==> src/rtl/tone_bank.sv <==
// tone_bank: bank of N_CH independent square-wave generators.
// Each channel counts tone_clk strobes and toggles its output every P
// strobes, where P is the active half-period (0 means 2^FREQ_W).
// New half-periods are written into a per-channel pending slot and are
// taken over only on a wrap edge, so a running half-period is never cut
// short.
// Optional feature macro: TONE_BANK_FREQ_HOLD_EN. When it is defined, a
// channel whose active period is 0 or 1 holds its output high with the
// counter parked at 0. Its pending value is then taken on the next
// advancing edge, which lets sample playback re-tune a held channel.
module tone_bank #(
    parameter int N_CH   = 3,
    parameter int FREQ_W = 10,
    parameter int CH_W   = 2
) (
    input  logic              clk,
    input  logic              reset_n,
    input  logic              tone_clk,
    input  logic              wr_en,
    input  logic [CH_W-1:0]   wr_ch,
    input  logic [FREQ_W-1:0] wr_freq,
    output logic [N_CH-1:0]   pending,
    output logic [N_CH-1:0]   tone_out
);

    for (genvar gi = 0; gi < N_CH; gi++) begin : g_ch
        logic [FREQ_W-1:0] cnt_q, cnt_d;
        logic [FREQ_W-1:0] act_q, act_d;
        logic [FREQ_W-1:0] pnd_q, pnd_d;
        logic              pend_q, pend_d;
        logic              tone_q, tone_d;
        logic [FREQ_W:0]   last_cnt;
        logic              wrap;
        logic              wr_sel;

        // A write to a channel index that does not exist matches no channel
        // and is therefore dropped.
        assign wr_sel = wr_en && (32'(wr_ch) == 32'(gi));

        // Last count value of a half-period: P-1, with act=0 meaning 2^FREQ_W.
        assign last_cnt = (act_q == '0) ? {1'b0, {FREQ_W{1'b1}}}
                                        : {1'b0, act_q} - (FREQ_W+1)'(1);
        assign wrap     = tone_clk && ({1'b0, cnt_q} >= last_cnt);

        // Next-state: advance/wrap on tone_clk, retune on wrap, capture writes.
        always_comb begin
            cnt_d  = cnt_q;
            act_d  = act_q;
            pnd_d  = pnd_q;
            pend_d = pend_q;
            tone_d = tone_q;
`ifdef TONE_BANK_FREQ_HOLD_EN
            if (act_q[FREQ_W-1:1] == '0) begin
                // Hold channel: output pinned high, retune on any strobe.
                cnt_d  = '0;
                tone_d = 1'b1;
                if (tone_clk && pend_q) begin
                    act_d  = pnd_q;
                    pend_d = 1'b0;
                end
            end else if (tone_clk) begin
`else
            if (tone_clk) begin
`endif
                if (wrap) begin
                    cnt_d  = '0;
                    tone_d = ~tone_q;
                    // Only a value that was already pending before this edge
                    // is taken; a write on this same edge waits one wrap.
                    if (pend_q) begin
                        act_d  = pnd_q;
                        pend_d = 1'b0;
                    end
                end else begin
                    cnt_d = cnt_q + FREQ_W'(1);
                end
            end
            // A write overrides the pending slot last so it always survives.
            if (wr_sel) begin
                pnd_d  = wr_freq;
                pend_d = 1'b1;
            end
        end

        // Channel state register with asynchronous clear.
        always_ff @(posedge clk or negedge reset_n) begin
            if (!reset_n) begin
                cnt_q  <= '0;
                act_q  <= '0;
                pnd_q  <= '0;
                pend_q <= 1'b0;
                tone_q <= 1'b0;
            end else begin
                cnt_q  <= cnt_d;
                act_q  <= act_d;
                pnd_q  <= pnd_d;
                pend_q <= pend_d;
                tone_q <= tone_d;
            end
        end

        assign pending[gi]  = pend_q;
        assign tone_out[gi] = tone_q;
    end

endmodule

==> config.mk <==
export PLATFORM = sky130hd
export DESIGN_NAME = tone_bank
export DESIGN_NICKNAME = d
export VERILOG_FILES = /design/src/rtl/tone_bank.sv
export SDC_FILE = /design/constraint.sdc
export NUM_CORES = 1
export LEC_CHECK = 0
export CAP_MARGIN = 10
export CELL_PAD_IN_SITES_DETAIL_PLACEMENT = 0
export CELL_PAD_IN_SITES_GLOBAL_PLACEMENT = 2
export CORE_UTILIZATION = 41
export DETAILED_ROUTE_END_ITERATION = 16
export PLACE_DENSITY_LB_ADDON = 0.1
export REMOVE_ABC_BUFFERS = 1
export SYNTH_ARGS = -nofsm -noshare
export SYNTH_HDL_FRONTEND = slang
export SYNTH_SLANG_ARGS = --single-unit
==> constraint.sdc <==
create_clock -name clk -period 3.98 [get_ports clk]
set_input_delay 0.995 -clock clk [delete_from_list [all_inputs] [get_ports clk]]
set_output_delay 0.995 -clock clk [all_outputs]
set_load 0.05 [all_outputs]
* Word level (Yosys, flattened, before mapping)
Index checks and enable logic that the tools add are counted.
** Cells by class
- $mul :: 0
- Add/sub/neg operators :: 6
- Equality and inequality tests :: 2
- Reductions and logical operators :: 25
- Div/mod/pow operators :: 0
- Bitwise logic cells :: 3
- Shift-type cells :: 0
- $lt $le $gt $ge :: 3
- Mux-type cells :: 15
** Operator list (count)
- $ge 10x11->1 :: 3
- $mux 11 :: 3
- $sub 10x1->11 const B :: 3
- $add 10x1->10 const B :: 3
- $logic_not 10->1 :: 3
- $mux 10 :: 3
- $reduce_and 2->1 :: 6
- $reduce_bool 2->1 :: 6
- $mux 1 :: 9
- $reduce_and 3->1 :: 3
- $logic_and 1x1->1 :: 6
- $not 1->1 :: 3
- $eq 2x1->1 const B :: 1
- $eq 2x2->1 const B :: 1
- $logic_not 2->1 :: 1
** Storage, ports and cells
- ROM bits :: 0
- Latch bits :: 0
- Bits in writable memories :: 0
- Input bits :: 16
- Memories kept :: 0
- Output and inout port bits :: 6
- Flip-flop bits (word level) :: 96
- Logic and storage cells :: 69

* Depth between registers and ports, before layout
Gate-level depths: netlist (run 1).
- Depth in word-level cells :: 7
- Depth in mapped cells :: 14
- Depth with buffers taken out :: 13

* Worst setup path before layout (run 1)
No wires, ideal clock.
- Path type :: flip-flop to flip-flop
- Start :: reg g_ch[1].act_q[2]
- End :: reg g_ch[1].act_q[0]
- Arrival time :: 3.216 ns
- Setup time :: 0.125 ns
- Path buffers :: 0
- Slack :: 0.639 ns
- Required time :: 3.855 ns
- Clock period less this slack :: 3.341 ns
- Stages on the path, launching flop included :: 13
- Cells stage by stage :: dfrtp_1 -> nor2_4 -> nand2_2 -> or4_4 -> nor3b_2 -> nor2_1 -> ha_1 -> nand3_1 -> o211ai_1 -> a21oi_1 -> o21ba_2 -> nor4_4 -> mux2_2
** On the way
- Longest elaborated chain between the ends :: 5
- Elaborated cells on any way between the ends :: 6
- Those cells by class :: add/sub: 1; order compare: 1; mux: 1; reduce/logical: 3
** Ends and longest elaborated chain
- start, declared :: line 28 : logic [FREQ_W-1:0] act_q, act_d;
- start signal, assigned :: line 95 : act_q <= act_d;
- $sub 10x1->11 / $logic_not 10->1 (equally long branches) :: line 42, 41
- $mux 11 (*) :: line 41 : assign last_cnt = (act_q == '0) ? {1'b0, {FREQ_W{1'b1}}}
- $ge 10x11->1 (*) :: line 43 : assign wrap = tone_clk && ({1'b0, cnt_q} >= last_cnt);
- $logic_and 1x1->1 (*) :: line 43
- $reduce_and 3->1 (no line) (*)
Every way passes the cells marked *; elsewhere a longest branch is shown, timed or not.
A chain may end at the register's enable or synchronous reset.

* Worst setup path in the final report (run 1)
- Start :: reg g_ch[1].act_q[2]
- End :: reg g_ch[1].act_q[9]
Same word-level chain as after synthesis.

==> qor.yml, run 1 <==
global_route:
  antenna_found_initial: 0
  grt_pass1_wl_um: 18440
  first_global_vias: 3597
  overflow: 0
  track_usage_pct: 18.44
  grt_max_degree: 51
floorplanning:
  core_area_um2: 12210
  die_w_um: 115.0
  row_count: 40
  ioPinCount: 22
  fp.dieH_um: 115.0
  initial_utilization_pct: 42.87
  dieArea_um2: 13220
power_and_ir_drop:
  p_int_mw: 1.736
  netSwitchingPower_uw: 733.3
  clkPwrFrac_pct: 35.4
  power_frac_comb_pct: 13.5
  p_leak_nw: 2.798
  irDropWorstVdd_mv: 0.2533
  p_per_area_nw_per_um2: 414.8
  seqPwrFrac_pct: 51.1
  switching_share_pct: 29.70
  power_mw: 2.469
placement:
  io_buffer_count: 21
  hpwl_um: 8017
  gp_congestion: 0.8205
  dp.cells: 658
  dpl_cell_area_um2: 5642
hold_path:
  worstHoldPathType: "flip-flop to flip-flop"
  whs_path_depth: 1
  hold_end: "g_ch[1].tone_q"
  min-delay-start: "g_ch[1].tone_q"
yosys:
  netlist.area_leader.share_pct: 45.89
  synthTopCellsByArea: "dfrtp_1 46%, mux2_2 13%, ha_1 9.3%, xor2_1 5.2%, nor2_1 4.7%"
  avgSynthCellArea_um2: 11.00
  post-synth-top-area-cell: "dfrtp_1"
  async_flop_share_pct: 100.0
  synth-seq-area-share_pct: 45.89
  yosys_warnings: 0
  ys_seq_elements: 96
  yosysUniqueCellTypes: 51
  synth_flop_cell: "dfrtp_1"
  synth-edff-count: 0
  synthCells: 476
  syn-cell-area_um2: 5235
finish:
  multiInputGateArea_um2: 2685
  final_area_um2: 5952
  diodes: 0
  final-instance-count-excl-fill: 674
  final-seq-area_um2: 2402
  nets: 556
  syn_to_final_growth_pct: 13.70
  fillers: 1173
  drive_above_1_share_pct: 18.97
clocking:
  cts_made_buffers: 9
  cts_tree: "built"
  htreeDepth: 3
  clk_pin_slew_ns: 0.07
  cts_resized: 0
  clock_path_buffers: 2
  hold_buffers: 0
  cts_setup_buffers: 0
  root_buffer: "clkbuf_16"
  clock_latency_ns: 0.35
  cts_sinks: 96
flow_run:
  maxCapViolations: 0
drt:
  met1_length_um: 5249
  drt_wl_total_um: 10780
  drt_pass1_iterations: 4
  top_layer: "met4"
  post-route-drc-count: 0
  drtIter0Drc: 133
  routedWlPerCell_um: 16.00
  ant_nets: 0
  vias: 3471
  viasPerCell: 5.150
  route.met2.wl_um: 5100
  wl_met3_um: 238
critical_path:
  required_ns: 4.21
  arrival_ns: 3.74
  ff2ff_path_depth: 13
  end_kind: "flip-flop"
  cp_max_fo: 10
  setup.worst_path.start_class: "flip-flop"
  crit_start: "g_ch[1].act_q[2]"
  r2r_slack_ns: 0.47
  timing.rr.end: "g_ch[1].act_q[9]"
  critPathKind: "flip-flop to flip-flop"
  rr_startpoint: "g_ch[1].act_q[2]"
sta:
  fin_skew_ns: 0.01144
  finalSetupViolCount: 0
  finalCriticalPeriod_ns: 3.513
  tightest_slew_ns: 0.6485
  max_slew_margin_pct: 56.77
  final_hold_viol_count: 0
  rsz0062_at_grt: "no"
  fin_setup_tns_ns: 0
  drv_slew: 0
  period_share_pct: 88.26
  fmax_mhz: 284.7
outcome:
  status: "finished, final reports clean"
placed cells by master, fill, tap and decap left out, types with 4 or more instances in the layout:
cell / count
nor2_1: 65
clkdlybuf4s50_1: 20
nand2_1: 24
xnor2_1: 12
ha_1: 39
mux2i_1: 4
and3_1: 6
o21ai_0: 10
xor2_1: 31
nand3b_1: 4
inv_1: 15
dfrtp_1: 96
nand3_1: 15
nor3_1: 7
mux2_2: 60
clkbuf_16: 9
buf_4: 9
a21oi_1: 13
nand4_1: 7
a211oi_1: 5
area by class of cell:
cell class,count,area share [%]
timing repair buffer,30,4.835
multi-input combinational,349,45.11
sequential,96,40.36
clock inverter,7,1.429
tap,168,3.532
clock buffer,9,3.784
inverter,15,0.9460
cells in the mapped netlist (3+ instances only):
master,count
a211oi_1,5
a21oi_1,13
and3_1,6
buf_4,6
clkbuf_1,8
dfrtp_1,96
ha_1,39
inv_1,15
mux2_2,60
mux2i_1,4
nand2_1,24
nand2b_1,3
nand3_1,15
nand3b_1,4
nand4_1,7
nor2_1,65
nor2b_1,3
nor3_1,7
nor3b_1,3
o21ai_0,10
or3_1,3
xnor2_1,12
xor2_1,31
per-layer routing:
metal	vias to the layer above	global-route usage, %
met1	1711	24.11
met2	39	30.36
met4	0	6.580
met3	12	3.795
li1	1709	-
met5	-	0
logic make-up (layout without fill, tap and decap cells):
kind of cell | Yosys count | count (layout) | synth area share [%]
XOR/XNOR | 43 | 43 | 7.194
AND/OR/NAND/NOR | 156 | 156 | 15.27
flip-flops | 96 | 96 | 45.89
AO/OA/AOI/OAI | 47 | 47 | 5.832
multiplexers | 64 | 64 | 13.67
adder cells (fa/ha/maj) | 39 | 39 | 9.321
buffers and inverters | 31 | 61 | 2.820
state kept, by name, summed over array words and instances, names as in the netlist:
name and count:
g_ch.pend_q 3, g_ch.pnd_q 30, g_ch.act_q 30, g_ch.cnt_q 30
g_ch.tone_q 3
worst max-delay path by stage:
stage / end / slack [ns] / cells past startpoint
after floorplan: g_ch[2].act_q[0] / 0.35 / 11
after global placement: g_ch[1].act_q[4] / 0.48 / 13
after detailed placement: g_ch[1].act_q[5] / 0.47 / 13
after CTS: g_ch[1].act_q[9] / 0.46 / 13
after global routing: g_ch[0].act_q[2] / 0.14 / 12
final: g_ch[1].act_q[9] / 0.47 / 13
metrics by stage:
stage	hold WS, ns	util, %	setup slack, ns
floorplan	0.4737	-	0.3451
global placement	0.4535	46.20	0.4811
detailed placement	0.4603	46.20	0.4715
CTS	0.4741	48.74	0.4559
global route	0.4859	48.74	0.1362
finish	0.4712	48.74	0.4673
critical path, stage by stage, from the launching register on:
cell	delay, ns
dfrtp_1	0.44
nor2_4	0.18
nand2_2	0.08
or4_4	0.47
nor3b_2	0.42
nor2_1	0.12
ha_1	0.32
nand3_1	0.09
o211ai_1	0.19
a21oi_1	0.06
o21ba_2	0.25
nor4_4	0.20
buf_4	0.22
mux2_2	0.35
power groups by stage:
stage          Combinational (mW)  Sequential (mW)  Clock [mW]
2_1_floorplan               0.244             1.23           0
3_3_place_gp                0.326             1.28           0
3_5_place_dp                0.341             1.28           0
4_1_cts                     0.342             1.26       0.910
5_1_grt                     0.397             1.28       0.941
6_report                    0.335             1.26       0.874
(Power assumes the default switching activity.)
==> run 2, diff against run 1 <==
- CTS_CLUSTER_DIAMETER: not set -> 80
==> results of run 2 <==
No change in the layout: final DEF, timing and power equal those of run 1.
